### src/rtl/mips_pkg.sv
// Shared MIPS32 core definitions: datapath field widths, exception codes,
// and the EX->MEM exception-merge helper.
package mips_pkg;

    localparam int unsigned XLEN = 32;
    localparam int unsigned REGW = 5;
    localparam int unsigned EXCW = 5;

    localparam logic [EXCW-1:0] EXC_NONE = 5'd0;
    localparam logic [EXCW-1:0] EXC_INT  = 5'd0;
    localparam logic [EXCW-1:0] EXC_ADEL = 5'd4;
    localparam logic [EXCW-1:0] EXC_ADES = 5'd5;
    localparam logic [EXCW-1:0] EXC_RI   = 5'd10;
    localparam logic [EXCW-1:0] EXC_OV   = 5'd12;

    // An exception code raised in an earlier stage always beats an EX overflow.
    function automatic logic [EXCW-1:0] exc_merge(input logic [EXCW-1:0] exc,
                                                  input logic            ov);
        if (exc != EXC_NONE)
            return exc;
        else if (ov)
            return EXC_OV;
        else
            return EXC_NONE;
    endfunction

endpackage

### src/rtl/pipe_reg_em_if.sv
// EX->MEM bundle interface. The exception/delay-slot fields exist only when
// PIPE_EM_EXC_EN is defined.
interface pipe_reg_em_if;
    import mips_pkg::*;

    logic            stall;
    logic            bubble;
    logic            exc_flush;
    logic [XLEN-1:0] pc_in;
    logic [XLEN-1:0] instr_in;
    logic [XLEN-1:0] alu_in;
    logic [XLEN-1:0] rt_in;
    logic [REGW-1:0] wreg_in;
    logic [XLEN-1:0] pc_out;
    logic [XLEN-1:0] instr_out;
    logic [XLEN-1:0] alu_out;
    logic [XLEN-1:0] rt_out;
    logic [REGW-1:0] wreg_out;
    logic            valid_out;
`ifdef PIPE_EM_EXC_EN
    logic            bd_in;
    logic [EXCW-1:0] exc_in;
    logic            ov_in;
    logic            bd_out;
    logic [EXCW-1:0] exc_out;
`endif

    // EX-stage / hazard-control side
    modport master (
`ifdef PIPE_EM_EXC_EN
        output bd_in, exc_in, ov_in,
        input  bd_out, exc_out,
`endif
        output stall, bubble, exc_flush, pc_in, instr_in, alu_in, rt_in, wreg_in,
        input  pc_out, instr_out, alu_out, rt_out, wreg_out, valid_out
    );

    // Pipeline register side
    modport slave (
`ifdef PIPE_EM_EXC_EN
        input  bd_in, exc_in, ov_in,
        output bd_out, exc_out,
`endif
        input  stall, bubble, exc_flush, pc_in, instr_in, alu_in, rt_in, wreg_in,
        output pc_out, instr_out, alu_out, rt_out, wreg_out, valid_out
    );

endinterface

### src/rtl/pipe_field_reg.sv
// One field of a pipeline register: async active-low reset and synchronous
// clear both load RST_VAL; clear beats hold, hold beats load.
module pipe_field_reg #(
    parameter int unsigned   W       = 32,
    parameter logic [W-1:0]  RST_VAL = '0
) (
    input  logic         clk,
    input  logic         reset,
    input  logic         clr,
    input  logic         hold,
    input  logic [W-1:0] d,
    output logic [W-1:0] q
);

    // Field state: reset > clear > hold > load
    always_ff @(posedge clk or negedge reset) begin
        if (!reset)
            q <= RST_VAL;
        else if (clr)
            q <= RST_VAL;
        else if (!hold)
            q <= d;
    end

endmodule

### src/rtl/pipe_reg_em.sv
// EX->MEM pipeline register. Priority per edge: reset > exc_flush > stall >
// bubble > load. A bubble zeroes the bundle but keeps PC/BD so EPC stays right.
// Define PIPE_EM_EXC_EN to carry exception code / delay-slot fields and to
// enable the overflow merge with write-back suppression.
module pipe_reg_em
    import mips_pkg::*;
#(
    parameter logic [XLEN-1:0] PC_RESET = 32'h0000_0000
) (
    input  logic           clk,
    input  logic           reset,
    pipe_reg_em_if.slave   em
);

    logic [XLEN-1:0] instr_d;
    logic [XLEN-1:0] alu_d;
    logic [XLEN-1:0] rt_d;
    logic [REGW-1:0] wreg_d;
    logic            valid_d;
`ifdef PIPE_EM_EXC_EN
    logic [EXCW-1:0] exc_m;
    logic [EXCW-1:0] exc_d;
`endif

    // Next-bundle selection: bubble zeroes payload, exception suppresses write-back
    always_comb begin
        instr_d = em.instr_in;
        alu_d   = em.alu_in;
        rt_d    = em.rt_in;
        wreg_d  = em.wreg_in;
        valid_d = 1'b1;
`ifdef PIPE_EM_EXC_EN
        exc_m   = exc_merge(em.exc_in, em.ov_in);
        exc_d   = exc_m;
        if (exc_m != EXC_NONE)
            wreg_d = '0;
`endif
        if (em.bubble) begin
            instr_d = '0;
            alu_d   = '0;
            rt_d    = '0;
            wreg_d  = '0;
            valid_d = 1'b0;
`ifdef PIPE_EM_EXC_EN
            exc_d   = '0;
`endif
        end
    end

    pipe_field_reg #(.W(XLEN), .RST_VAL(PC_RESET)) u_pc (
        .clk(clk), .reset(reset), .clr(em.exc_flush), .hold(em.stall),
        .d(em.pc_in), .q(em.pc_out)
    );

    pipe_field_reg #(.W(XLEN), .RST_VAL('0)) u_instr (
        .clk(clk), .reset(reset), .clr(em.exc_flush), .hold(em.stall),
        .d(instr_d), .q(em.instr_out)
    );

    pipe_field_reg #(.W(XLEN), .RST_VAL('0)) u_alu (
        .clk(clk), .reset(reset), .clr(em.exc_flush), .hold(em.stall),
        .d(alu_d), .q(em.alu_out)
    );

    pipe_field_reg #(.W(XLEN), .RST_VAL('0)) u_rt (
        .clk(clk), .reset(reset), .clr(em.exc_flush), .hold(em.stall),
        .d(rt_d), .q(em.rt_out)
    );

    pipe_field_reg #(.W(REGW), .RST_VAL('0)) u_wreg (
        .clk(clk), .reset(reset), .clr(em.exc_flush), .hold(em.stall),
        .d(wreg_d), .q(em.wreg_out)
    );

    pipe_field_reg #(.W(1), .RST_VAL(1'b0)) u_valid (
        .clk(clk), .reset(reset), .clr(em.exc_flush), .hold(em.stall),
        .d(valid_d), .q(em.valid_out)
    );

`ifdef PIPE_EM_EXC_EN
    pipe_field_reg #(.W(1), .RST_VAL(1'b0)) u_bd (
        .clk(clk), .reset(reset), .clr(em.exc_flush), .hold(em.stall),
        .d(em.bd_in), .q(em.bd_out)
    );

    pipe_field_reg #(.W(EXCW), .RST_VAL('0)) u_exc (
        .clk(clk), .reset(reset), .clr(em.exc_flush), .hold(em.stall),
        .d(exc_d), .q(em.exc_out)
    );
`endif

endmodule

### src/flat_wrapper.sv
// flat-port wrapper written by rule: the top's interface ports become plain ports
module pipe_reg_em_flat import mips_pkg::*;
#(
    parameter logic [XLEN-1:0] PC_RESET = 32'h0000_0000
)
  (clk, reset, em_stall, em_bubble, em_exc_flush, em_pc_in, em_instr_in, em_alu_in, em_rt_in, em_wreg_in, em_pc_out, em_instr_out, em_alu_out, em_rt_out, em_wreg_out, em_valid_out);
  pipe_reg_em_if em_i ();
  input  logic clk;
  input  logic reset;
  input wire logic [$bits(em_i.stall)-1:0] em_stall;
  input wire logic [$bits(em_i.bubble)-1:0] em_bubble;
  input wire logic [$bits(em_i.exc_flush)-1:0] em_exc_flush;
  input wire logic [$bits(em_i.pc_in)-1:0] em_pc_in;
  input wire logic [$bits(em_i.instr_in)-1:0] em_instr_in;
  input wire logic [$bits(em_i.alu_in)-1:0] em_alu_in;
  input wire logic [$bits(em_i.rt_in)-1:0] em_rt_in;
  input wire logic [$bits(em_i.wreg_in)-1:0] em_wreg_in;
  output wire logic [$bits(em_i.pc_out)-1:0] em_pc_out;
  output wire logic [$bits(em_i.instr_out)-1:0] em_instr_out;
  output wire logic [$bits(em_i.alu_out)-1:0] em_alu_out;
  output wire logic [$bits(em_i.rt_out)-1:0] em_rt_out;
  output wire logic [$bits(em_i.wreg_out)-1:0] em_wreg_out;
  output wire logic [$bits(em_i.valid_out)-1:0] em_valid_out;
  assign em_i.stall = em_stall;
  assign em_i.bubble = em_bubble;
  assign em_i.exc_flush = em_exc_flush;
  assign em_i.pc_in = em_pc_in;
  assign em_i.instr_in = em_instr_in;
  assign em_i.alu_in = em_alu_in;
  assign em_i.rt_in = em_rt_in;
  assign em_i.wreg_in = em_wreg_in;
  assign em_pc_out = em_i.pc_out;
  assign em_instr_out = em_i.instr_out;
  assign em_alu_out = em_i.alu_out;
  assign em_rt_out = em_i.rt_out;
  assign em_wreg_out = em_i.wreg_out;
  assign em_valid_out = em_i.valid_out;
  pipe_reg_em #(.PC_RESET(PC_RESET)) u_core (.clk(clk), .reset(reset), .em(em_i));
endmodule
### config.mk
export PLATFORM = sky130hd
export DESIGN_NAME = pipe_reg_em_flat
export DESIGN_NICKNAME = d
export VERILOG_FILES = /design/src/rtl/mips_pkg.sv /design/src/rtl/pipe_reg_em_if.sv /design/src/rtl/pipe_field_reg.sv /design/src/rtl/pipe_reg_em.sv /design/src/flat_wrapper.sv
export SDC_FILE = /design/constraint.sdc
export NUM_CORES = 1
export LEC_CHECK = 0
export ABC_AREA = 1
export CAP_MARGIN = 20
export CORE_ASPECT_RATIO = 1.2
export CORE_MARGIN = 3
export CORE_UTILIZATION = 40
export DETAILED_ROUTE_END_ITERATION = 16
export HOLD_SLACK_MARGIN = 0.03
export PLACE_DENSITY = 0.81
export SLEW_MARGIN = 20
export SYNTH_ARGS = -nofsm -noshare
export SYNTH_HDL_FRONTEND = slang
export SYNTH_SLANG_ARGS = --single-unit
### constraint.sdc
create_clock -name clk -period 0.8 [get_ports clk]
set_input_delay 0.2 -clock clk [delete_from_list [all_inputs] [get_ports clk]]
set_output_delay 0.2 -clock clk [all_outputs]
set_load 0.05 [all_outputs]
### Yosys cells after proc, flatten, opt, wreduce, memory -nomap -nowiden

Cells that the tools add are included.

* bits in registers: 134
* output and inout bits: 134
* logic and storage cells: 24

* eq/ne operators: 1
* muxes and demuxes: 17

Operators by type and width (count)
* two-way mux 32 bit: 11
* two-way mux 5 bit: 3
* two-way mux 1 bit: 3
* != test 2 x 1 -> 1 bit, second input constant: 1

### Longest topological paths before layout

Gate-level depths: netlist of run 1.

* depth in word-level cells: 3
* depth in mapped cells: 6
* mapped depth without buffers: 4

### By module

From an unflattened synthesis of run 1, not the netlist that was laid out.

* cells, all modules: 802
* area total of the unflattened synthesis: 6287.3 um2

By module, submodules not included
* pipe_field_reg (u_core.u_alu ...): instances 4, cells an instance 140, area an instance 1291.2 um2, sequential area each 800.8 um2
* pipe_reg_em: instances 1, cells an instance 214, area an instance 873.3 um2, sequential area each 0.0 um2
* pipe_field_reg (u_core.u_wreg): instances 1, cells an instance 22, area an instance 202.7 um2, sequential area each 125.1 um2
* pipe_field_reg (u_core.u_valid): instances 1, cells an instance 6, area an instance 46.3 um2, sequential area each 25.0 um2

### Least setup slack after synthesis of run 1

OpenSTA, ideal clock, no wires.

* kind: input-to-reg
* start: input em_bubble
* end: register u_core.u_alu.q[0]
* data arrival time: 0.865 ns
* required time: 0.734 ns
* slack: -0.131 ns
* stages on the path: 5
* buffers on the path: 2
* cells stage by stage: inv_1 buf_2 buf_1 nand3_1 nand2_1

* cells in the longest elaborated chain, start to end: 3

Ends and longest elaborated chain
* start, declared: line flat_wrapper.sv:11 `input wire logic [$bits(em_i.bubble)-1:0] em_bubble;`
* two-way mux 32 bit: line pipe_reg_em.sv:38 `if (em.bubble) begin`
* two-way mux 32 bit: line pipe_field_reg.sv:21 `else if (!hold)`
* two-way mux 32 bit: line pipe_field_reg.sv:19 `else if (clr)`
* end signal, assigned: line pipe_field_reg.sv:18 `q <= RST_VAL;`
* end signal, assigned: line pipe_field_reg.sv:20 `q <= RST_VAL;`
* end signal, assigned: line pipe_field_reg.sv:22 `q <= d;`
* end, declared: line pipe_field_reg.sv:12 `output logic [W-1:0] q`

No other way between the ends. The select of a mux whose other input is x is not followed.
A chain may end at the register's enable or synchronous reset.

### Final worst setup path of run 1

* start: register u_core.u_rt.q[6]
* end: output em_rt_out[6]

RTL lines
* start, declared: line pipe_field_reg.sv:12
* start signal, assigned: line pipe_field_reg.sv:18
* start signal, assigned: line pipe_field_reg.sv:20
* start signal, assigned: line pipe_field_reg.sv:22
* end, declared: line flat_wrapper.sv:21 `output wire logic [$bits(em_i.rt_out)-1:0] em_rt_out;`

No word-level cell between the ends.

==> results.json, run 1 <==
{
  "status": "finished with violations",
  "violations": "setup timing",
  "start_kind": "register",
  "yosys_warnings": 0,
  "drive_above_1_share_pct": 43.2,
  "reg2reg_slack_ps": -40,
  "dp_slack_ps": -738,
  "worstPathRequired_ps": 600,
  "grt_max_degree": 40,
  "grt_pass1_wl_um": 31900,
  "critPathKind": "register to output port",
  "cts_tree": "yes",
  "gp_congestion": 0.823,
  "hold_slack_ps": 233,
  "yosysTopAreaCell": "dfrtp_1",
  "fill_cells": 549,
  "vias_per_cell": 5.52,
  "port_buffers": 271,
  "gr-total-overflow": 0,
  "setup_ws_ps": -407,
  "die_w_um": 110,
  "endpoint": "em_rt_out[6]",
  "finalSetupViolCount": 139,
  "htree_levels": 4,
  "grt_setup_unrepaired": "true",
  "seqCellArea_mm2": 0.00352,
  "synth_cell_types": 10,
  "crit_fanout": 2,
  "finalHoldViolations": 0,
  "syn-cell-area_mm2": 0.00520,
  "clkLatencyLatePin_ps": 400,
  "synth_cells": 579,
  "vdd_ir_drop_max_v": 0.00143,
  "wirelength_um": 25200,
  "die_area_mm2": 0.0144,
  "worst_r2r_endpoint": "u_core.u_rt.q[4]",
  "synth_area_leaders": "dfrtp_1 (64%), nand2_1 (22%), nand3_1 (9.7%)",
  "grt_util_all_layers_pct": 29.6,
  "path_cells": "buf_12",
  "die_y_um": 131,
  "multi_input_area_mm2": 0.00172,
  "nets": 1031,
  "syn_to_final_growth_pct": 114,
  "finalClockSkew_ps": 0,
  "dp_hpwl_um": 13600,
  "cpLargestDelayFamily": "flip-flops",
  "antenna_left": 0,
  "antenna_found_initial": 0,
  "finalCriticalPeriod_ps": 1210,
  "power_density_mw_per_mm2": 1780,
  "core_mm2": 0.0127,
  "worstSetupEndpointType": "output port",
  "max_cap_viol_count": 0,
  "wl_per_cell_um": 23.6,
  "crit_buf_inv": 1,
  "fmax_ghz": 0.829,
  "ioPinCount": 272,
  "yosysSeqAreaShare_pct": 64.4,
  "grt_pass1_vias": 5955,
  "cts-root-buf": "clkbuf_16",
  "worstMarginPinSlew_ps": 262,
  "rows": 45,
  "cp_slowest_cell": "dfrtp_2",
  "timing.slew.headroom_pct": 82.5,
  "drv_slew": 0,
  "antennaDiodeCount": 0,
  "reg2reg_depth": 3,
  "total_power_w": 0.0199,
  "numClockSinks": 134,
  "synthesis.nets": 717,
  "critPathArrivalTime_ps": 1010,
  "cp.depth": 1,
  "start_util_pct": 41.1,
  "period_share_pct": 151,
  "numCtsBuffers": 17,
  "cts_buffer_depth": 2,
  "cp-startpoint": "u_core.u_rt.q[6]",
  "drtPass1Iterations": 8,
  "avgSynthCellArea_um2": 8.99,
  "yosys.area.top_type_share_pct": 64.4,
  "setup_tns_ps": -51660,
  "clk_pin_slew_ps": 60,
  "drtIter0Drc": 451,
  "r2r-start": "u_core.u_rt.q[4]",
  "hold_path.class": "input pin to asynchronous set/reset pin",
  "drc_errors": 0,
  "via_count": 5907,
  "cellLeakagePower_nw": 5.21,
  "cpPeakStageDelay_ps": 440,
  "final_core_util_pct": 88.1,
  "ys_ff_latch": 134
}
-- repair_timing --
action,in CTS,in global routing
endpoints found under the setup margin,268,212
hold buffers,1,0
cloned,10,12
buffers inserted,17,9
pin swaps,3,9
endpoints found under the hold margin,134,0
gates resized for setup,20,35
-- registers in the layout, indices dropped and copies added, names as in the netlist --
| register | flops |
|---|---|
| u_core.u_alu.q | 32 |
| u_core.u_instr.q | 32 |
| u_core.u_pc.q | 32 |
| u_core.u_rt.q | 32 |
| u_core.u_valid.q | 1 |
| u_core.u_wreg.q | 5 |
-- kinds of logic (layout without fill, tap and decap cells) --
logic type | Yosys count | in the layout | share of synthesized area [%]
simple gates | 404 | 404 | 31.9
flops | 134 | 134 | 64.4
buf+inv | 41 | 368 | 3.73
-- per-stage QoR --
step | instance area [µm²] | std cells
after detailed placement | 9660 | 991
final | 11200 | 1070
after global routing | 11200 | 1070
after global placement | 9660 | 991
after CTS | 10700 | 1051
after floorplan | 5490 | 579
-- worst reg2reg max path, stage by stage (launching register included) --
cell     delay, ps
dfrtp_2        440
buf_4          150
nand2_2         80
nand2_1         60
-- placed cells by master, fill, tap and decap left out, drive strengths merged --
master         instances
bufbuf                 3
nand3                101
inv                    2
buf                  185
dlygate4sd3            1
nor2                   2
clkdlybuf4s50        133
dfrtp                134
nand2                301
clkinv                 5
bufinv                 3
dlygate4sd2            1
clkbuf                30
clkinvlp               5
-- power breakdown --
| group | total, W | internal, W | switching, W |
|---|---|---|---|
| Clock | 0.00791 | 0.00496 | 0.00295 |
| Combinational | 0.00451 | 0.00229 | 0.00221 |
| Sequential | 0.00747 | 0.00712 | 0.000350 |
-- worst min-delay path by stage --
stage | to | cells past startpoint
after floorplan | u_core.u_alu.q[0] | 0
after global placement | u_core.u_alu.q[25] | 1
after detailed placement | u_core.u_pc.q[24] | 1
after CTS | u_core.u_pc.q[24] | 2
after global routing | u_core.u_pc.q[30] | 2
final | u_core.u_pc.q[30] | 2
-- layout make-up --
class,instances,area share (%)
clock inverter,13,1.40
multi-input combinational,404,15.4
timing repair buffer,334,45.8
sequential,134,31.5
tap,164,1.84
clock buffer,19,3.97
inverter,2,0.0897
-- per-layer routing --
metal / up-vias / part of all wire (%) / global-route usage (%)
met5: - / 0 / 0
met1: 2945 / 32 / 30.7
met3: 99 / 9.1 / 8.55
li1: 2466 / - / -
met2: 397 / 54 / 53.9
met4: 0 / 5.1 / 15.0
-- Yosys cell counts --
master    instances
nor2_4            2
clkbuf_1         12
nand3_1         101
buf_1            11
inv_1             1
buf_2             8
buf_4             8
inv_2             1
dfrtp_1         134
nand2_1         301
No activity file was read; power rests on OpenSTA's default activity.
==> run 2: changes to the inputs <==
Settings changed: ABC_AREA 1 to 0.
==> results.json, run 2 <==
{
  "cts_buffer_depth": 2,
  "cts-root-buf": "clkbuf_16",
  "status": "finished with violations",
  "path_cells": "buf_12",
  "setup_tns_ps": -55740,
  "nets": 812,
  "yosysMostFrequentCell": "dfrtp_1",
  "setup_ws_ps": -419,
  "async_flop_share_pct": 100,
  "placed_cell_area_mm2": 0.00937,
  "grt_setup_unrepaired": "true",
  "drv_slew": 0,
  "power_density_mw_per_mm2": 1840,
  "gr-total-overflow": 0,
  "finalCriticalPeriod_ps": 1220,
  "grt_pass1_vias": 5175,
  "synthesis.nets": 483,
  "power.combinational.fraction_pct": 22.4,
  "cts_tree": "yes",
  "clkLatencyLatePin_ps": 400,
  "p_clk_share_pct": 40.4,
  "synth_area_leaders": "dfrtp_1 (64%), a32o_1 (19%), mux2i_1 (6.2%)",
  "worstSetupEndpointType": "output port",
  "synth_cell_types": 13,
  "max_cap_viol_count": 0,
  "cpPeakStageDelay_ps": 440,
  "hold_path.startpoint": "em_bubble",
  "yosysSeqAreaShare_pct": 64.4,
  "via_count": 4816,
  "syn-cell-area_mm2": 0.00520,
  "core_mm2": 0.0127,
  "start_kind": "register",
  "rows": 45,
  "reg2reg_slack_ps": -190,
  "hold_buffers": 1,
  "die_w_um": 110,
  "violations": "setup timing",
  "switching_share_pct": 27.2,
  "grt_util_all_layers_pct": 28.4,
  "yosys.area.top_type_share_pct": 64.4,
  "avgSynthCellArea_um2": 15.1,
  "drtPass1Iterations": 4,
  "timing.slew.headroom_pct": 74.6,
  "grt_max_degree": 54,
  "drive_above_1_share_pct": 46.4,
  "mostFrequentLayoutCell": "buf_12",
  "finalHoldViolations": 0,
  "vdd_ir_drop_max_v": 0.00145,
  "critPathArrivalTime_ps": 1020,
  "worstMarginPinSlew_ps": 381,
  "drc_errors": 0,
  "syn_to_final_growth_pct": 109,
  "numClockSinks": 134,
  "fill_cells": 567,
  "ys_ff_latch": 134,
  "port_buffers": 271,
  "power_frac_seq_pct": 37.2,
  "p_int_w": 0.0146,
  "grt_pass1_wl_um": 30000,
  "finalSetupViolCount": 198,
  "htree_levels": 4,
  "crit_buf_inv": 1,
  "die_y_um": 131,
  "cp_slowest_cell": "dfrtp_1",
  "worstPathRequired_ps": 600,
  "yosys-top-cells-count": "dfrtp_1 (134), a32o_1 (101), mux2i_1 (32), nor2_1 (32), buf_6 (21)",
  "wl_per_cell_um": 26.0,
  "antenna_found_initial": 1,
  "die_area_mm2": 0.0144,
  "yosys_warnings": 0,
  "numCtsBuffers": 17,
  "hold_path.class": "input pin to register",
  "synthFlopType": "dfrtp_1",
  "cellLeakagePower_nw": 4.72,
  "switching_power_w": 0.00544,
  "cp-startpoint": "u_core.u_alu.q[13]",
  "clk_pin_slew_ps": 60,
  "dp_slack_ps": -751,
  "crit_fanout": 2,
  "drtIter0Drc": 259,
  "ioPinCount": 272,
  "period_share_pct": 152,
  "fmax_ghz": 0.821,
  "most-common-layout-cells": "buf_12 (141), clkdlybuf4s50_1 (133), a32o_1 (96)",
  "vias_per_cell": 5.65,
  "synth_cells": 345,
  "start_util_pct": 41.1,
  "critPathKind": "register to output port",
  "yosysTopAreaCell": "dfrtp_1",
  "antenna_left": 0,
  "finalClockSkew_ps": 0,
  "fin_area_mm2": 0.0109,
  "r2r-start": "u_core.u_pc.q[30]",
  "dp_hpwl_um": 12800,
  "cpLargestDelayFamily": "flip-flops",
  "hold_slack_ps": 15.1,
  "synth_edf_count": 0,
  "wirelength_um": 22100,
  "gp_congestion": 0.742
}
-- run 2: cell types whose count changed after synthesis, moves of 7 or more --
cell	before	now
clkbuf_1	12	5
mux2i_1	0	32
buf_1	11	0
nand2_1	301	0
a32o_1	0	101
nor2_1	0	32
nand3_1	101	0
buf_6	0	21
-- run 2: cell type report --
type / count / area, µm² / share of cell area [%]
inverters: 1 / 3.75 / 0.0345
clock buffers: 20 / 467 / 4.29
flip-flops and latches: 134 / 3410 / 31.4
diodes: 1 / 2.50 / 0.0230
multi-input cells: 169 / 1590 / 14.6
repair buffers: 351 / 5040 / 46.4
clock inverters: 12 / 151 / 1.39
well taps: 164 / 205 / 1.89
-- run 2: metal layers --
| metal | up-vias | part of all wire (%) | track usage, % |
|---|---|---|---|
| met5 | - | 0 | 0 |
| met4 | 0 | 4.8 | 13.6 |
| met3 | 64 | 7.4 | 9.34 |
| met2 | 257 | 55 | 51.5 |
| met1 | 2478 | 32 | 29.2 |
| li1 | 2017 | - | - |
-- run 2: power by group through the flow --
stage	combinational (W)	clock (W)	sequential, W
3_5_place_dp	0.00395	0	0.00754
6_report	0.00449	0.00810	0.00746
3_3_place_gp	0.00385	0	0.00751
5_1_grt	0.00464	0.00855	0.00748
2_1_floorplan	0.000721	0	0.00838
4_1_cts	0.00427	0.00816	0.00742
-- run 2: cells by family (layout without fill, tap and decap cells) --
group | Yosys count | count (layout) | share of synthesized area [%]
DFF | 134 | 134 | 64.4
AOI/OAI and AO/OA | 102 | 102 | 19.6
buffers and inverters | 42 | 384 | 7.04
and+or+nand+nor | 35 | 35 | 2.81
muxes | 32 | 32 | 6.15
other | 0 | 1 | 0
-- run 2: what timing repair did --
item                                    in CTS  in global routing
hold endpoints to repair                   134                  1
gates resized for setup                     33                 63
setup buffers                               38                 33
endpoints found under the setup margin     268                215
pin swaps                                   27                 32
gates cloned                                 5                  2
-- run 2: per-stage QoR --
stage / util (%) / power [W] / cells
after global routing: 85.8 / 0.0207 / 852
after global placement: 74.0 / 0.0114 / 755
after detailed placement: 74.0 / 0.0115 / 755
after floorplan: - / 0.00910 / 345
after CTS: 83.1 / 0.0199 / 831
final: 85.8 / 0.0200 / 852
-- run 2: final timing paths --
path	end	cells past startpoint
max in group asynchronous	u_core.u_rt.q[9]	3
min reg2reg	u_core.u_rt.q[21]	1
max reg2reg	u_core.u_pc.q[30]	3
max	em_alu_out[13]	1
min in group asynchronous	u_core.u_pc.q[0]	2
min	u_core.u_valid.q	2
==> run 3: changes to the inputs <==
Settings changed: PLACE_DENSITY 0.81 to 0.9.
==> results.json, run 3 (synthesis results as in run 2) <==
{
  "fill_cells": 535,
  "dp_slack_ps": -784,
  "finalSetupViolCount": 190,
  "vdd_ir_drop_max_v": 0.00197,
  "grt_pass1_vias": 5148,
  "die_y_um": 131,
  "finalHoldViolations": 0,
  "die_area_mm2": 0.0144,
  "gp_congestion": 0.801,
  "via_count": 4784,
  "die_w_um": 110,
  "critPathArrivalTime_ps": 1020,
  "path_cells": "buf_12",
  "grt_setup_unrepaired": "true",
  "antenna_left": 0,
  "nets": 819,
  "most-common-layout-cells": "buf_12 (145), clkdlybuf4s50_1 (133), a32o_1 (94)",
  "timing.slew.headroom_pct": 78.3,
  "grt_util_all_layers_pct": 27.4,
  "power.combinational.fraction_pct": 20.9,
  "switching_share_pct": 25.8,
  "dp_hpwl_um": 13900,
  "final_core_util_pct": 86.0,
  "total_power_w": 0.0210,
  "min_to": "u_core.u_valid.q",
  "hold_path.startpoint": "em_bubble",
  "antennaDiodeCount": 0,
  "drtPass1Iterations": 5,
  "drive_above_1_share_pct": 45.7,
  "cts_buffer_depth": 2,
  "start_util_pct": 41.1,
  "power_frac_seq_pct": 35.5,
  "worst_r2r_endpoint": "u_core.u_pc.q[11]",
  "violations": "setup timing",
  "wirelength_um": 21400,
  "drv_slew": 0,
  "antenna_found_initial": 0,
  "reg2reg_slack_ps": -220,
  "clk_pin_slew_ps": 60,
  "worstMarginPinSlew_ps": 326,
  "crit_fanout": 2,
  "finalClockSkew_ps": 0,
  "mostFrequentLayoutCell": "buf_12",
  "grt_max_degree": 58,
  "fmax_ghz": 0.821,
  "cpPeakStageDelay_ps": 430,
  "period_share_pct": 152,
  "start_kind": "register",
  "drc_errors": 0,
  "worstSetupEndpointType": "output port",
  "rows": 45,
  "syn_to_final_growth_pct": 109,
  "clkLatencyLatePin_ps": 410,
  "setup_ws_ps": -417,
  "hold_path.class": "input pin to register",
  "status": "finished with violations",
  "grt_pass1_wl_um": 29100,
  "numClockSinks": 134,
  "p_clk_share_pct": 43.5,
  "drtIter0Drc": 267,
  "fin_area_mm2": 0.0109,
  "max_cap_viol_count": 0,
  "cts_tree": "yes",
  "htree_levels": 4,
  "reg2reg_depth": 4,
  "worstPathRequired_ps": 600,
  "numCtsBuffers": 17,
  "r2r-start": "u_core.u_pc.q[11]",
  "wl_per_cell_um": 25.0,
  "gr-total-overflow": 0,
  "p_int_w": 0.0156,
  "power_density_mw_per_mm2": 1930,
  "core_mm2": 0.0127,
  "crit_buf_inv": 1,
  "switching_power_w": 0.00541,
  "vias_per_cell": 5.58,
  "ioPinCount": 272,
  "placed_cell_area_mm2": 0.00946,
  "cts-root-buf": "clkbuf_16",
  "cellLeakagePower_nw": 4.79,
  "finalCriticalPeriod_ps": 1220,
  "critPathKind": "register to output port",
  "port_buffers": 271,
  "min_path_cells": 3,
  "cp_slowest_cell": "dfrtp_1",
  "cpLargestDelayFamily": "flip-flops"
}
## run 3: changes by cell type in the layout (fill, tap and decap cells not counted), moves of 3 or more
cell,previous run,this run
buf_12,141,145
mux2i_2,11,4
bufinv_16,3,7
buf_16,4,0
buf_4,23,29
mux2i_1,18,27
clkbuf_8,3,0
## run 3: how the worst max path moves through the flow
| stage | startpoint | endpoint | cells after the start |
|---|---|---|---|
| floorplan | em_stall | u_core.u_alu.q[0] | 5 |
| global placement | em_exc_flush | u_core.u_rt.q[31] | 4 |
| detailed placement | em_exc_flush | u_core.u_instr.q[1] | 4 |
| CTS | u_core.u_rt.q[6] | em_rt_out[6] | 1 |
| global route | u_core.u_rt.q[6] | em_rt_out[6] | 1 |
| finish | u_core.u_rt.q[6] | em_rt_out[6] | 1 |
## run 3: tightest hold or removal path, delay by kind of cell
kind | cells | cell delay, ps
AOI/OAI and AO/OA | 1 | 50
buffers and inverters | 2 | 240
## run 3: final cells by class
cell class / count / area (µm²) / share of cell area (%)
repair buffers: 358 / 5050 / 46.4
clock inverters: 13 / 253 / 2.32
multi-input cells: 169 / 1530 / 14.1
clock buffers: 18 / 429 / 3.94
flip-flops and latches: 134 / 3410 / 31.3
well taps: 164 / 205 / 1.88
inverters: 1 / 3.75 / 0.0345
## run 3: power groups by stage
stage / registers [W] / clock network, W / logic [W]
finish: 0.00745 / 0.00913 / 0.00439
global route: 0.00748 / 0.00953 / 0.00454
CTS: 0.00743 / 0.00910 / 0.00427
detailed placement: 0.00755 / 0 / 0.00400
global placement: 0.00752 / 0 / 0.00389
floorplan: 0.00838 / 0 / 0.000721
## run 3: timing repair
action / in CTS / in global routing
endpoints found under the setup margin: 268 / 190
hold buffers: 1 / 0
pin swaps: 38 / 23
hold endpoints to repair: 134 / 0
buffers inserted: 49 / 27
gates resized for setup: 42 / 44
gates cloned: 2 / 0
## run 3: metrics by stage
stage               cells  setup TNS, ps  hold WS [ps]
floorplan             345         -20660         -95.6
global placement      762         -87730          63.0
detailed placement    762         -91330          61.3
CTS                   845         -55630           117
global route          857         -60830           114
finish                857         -56790           125
## run 3: layer usage
| layer | share of wire [%] | vias up | global-route usage, % | wire length (µm) |
|---|---|---|---|---|
| li1 | - | 2031 | - | - |
| met4 | 4.0 | 0 | 14.7 | 855 |
| met2 | 56 | 240 | 48.9 | 12000 |
| met3 | 7.2 | 55 | 7.32 | 1540 |
| met5 | 0 | - | 0 | 0 |
| met1 | 33 | 2458 | 29.4 | 7050 |
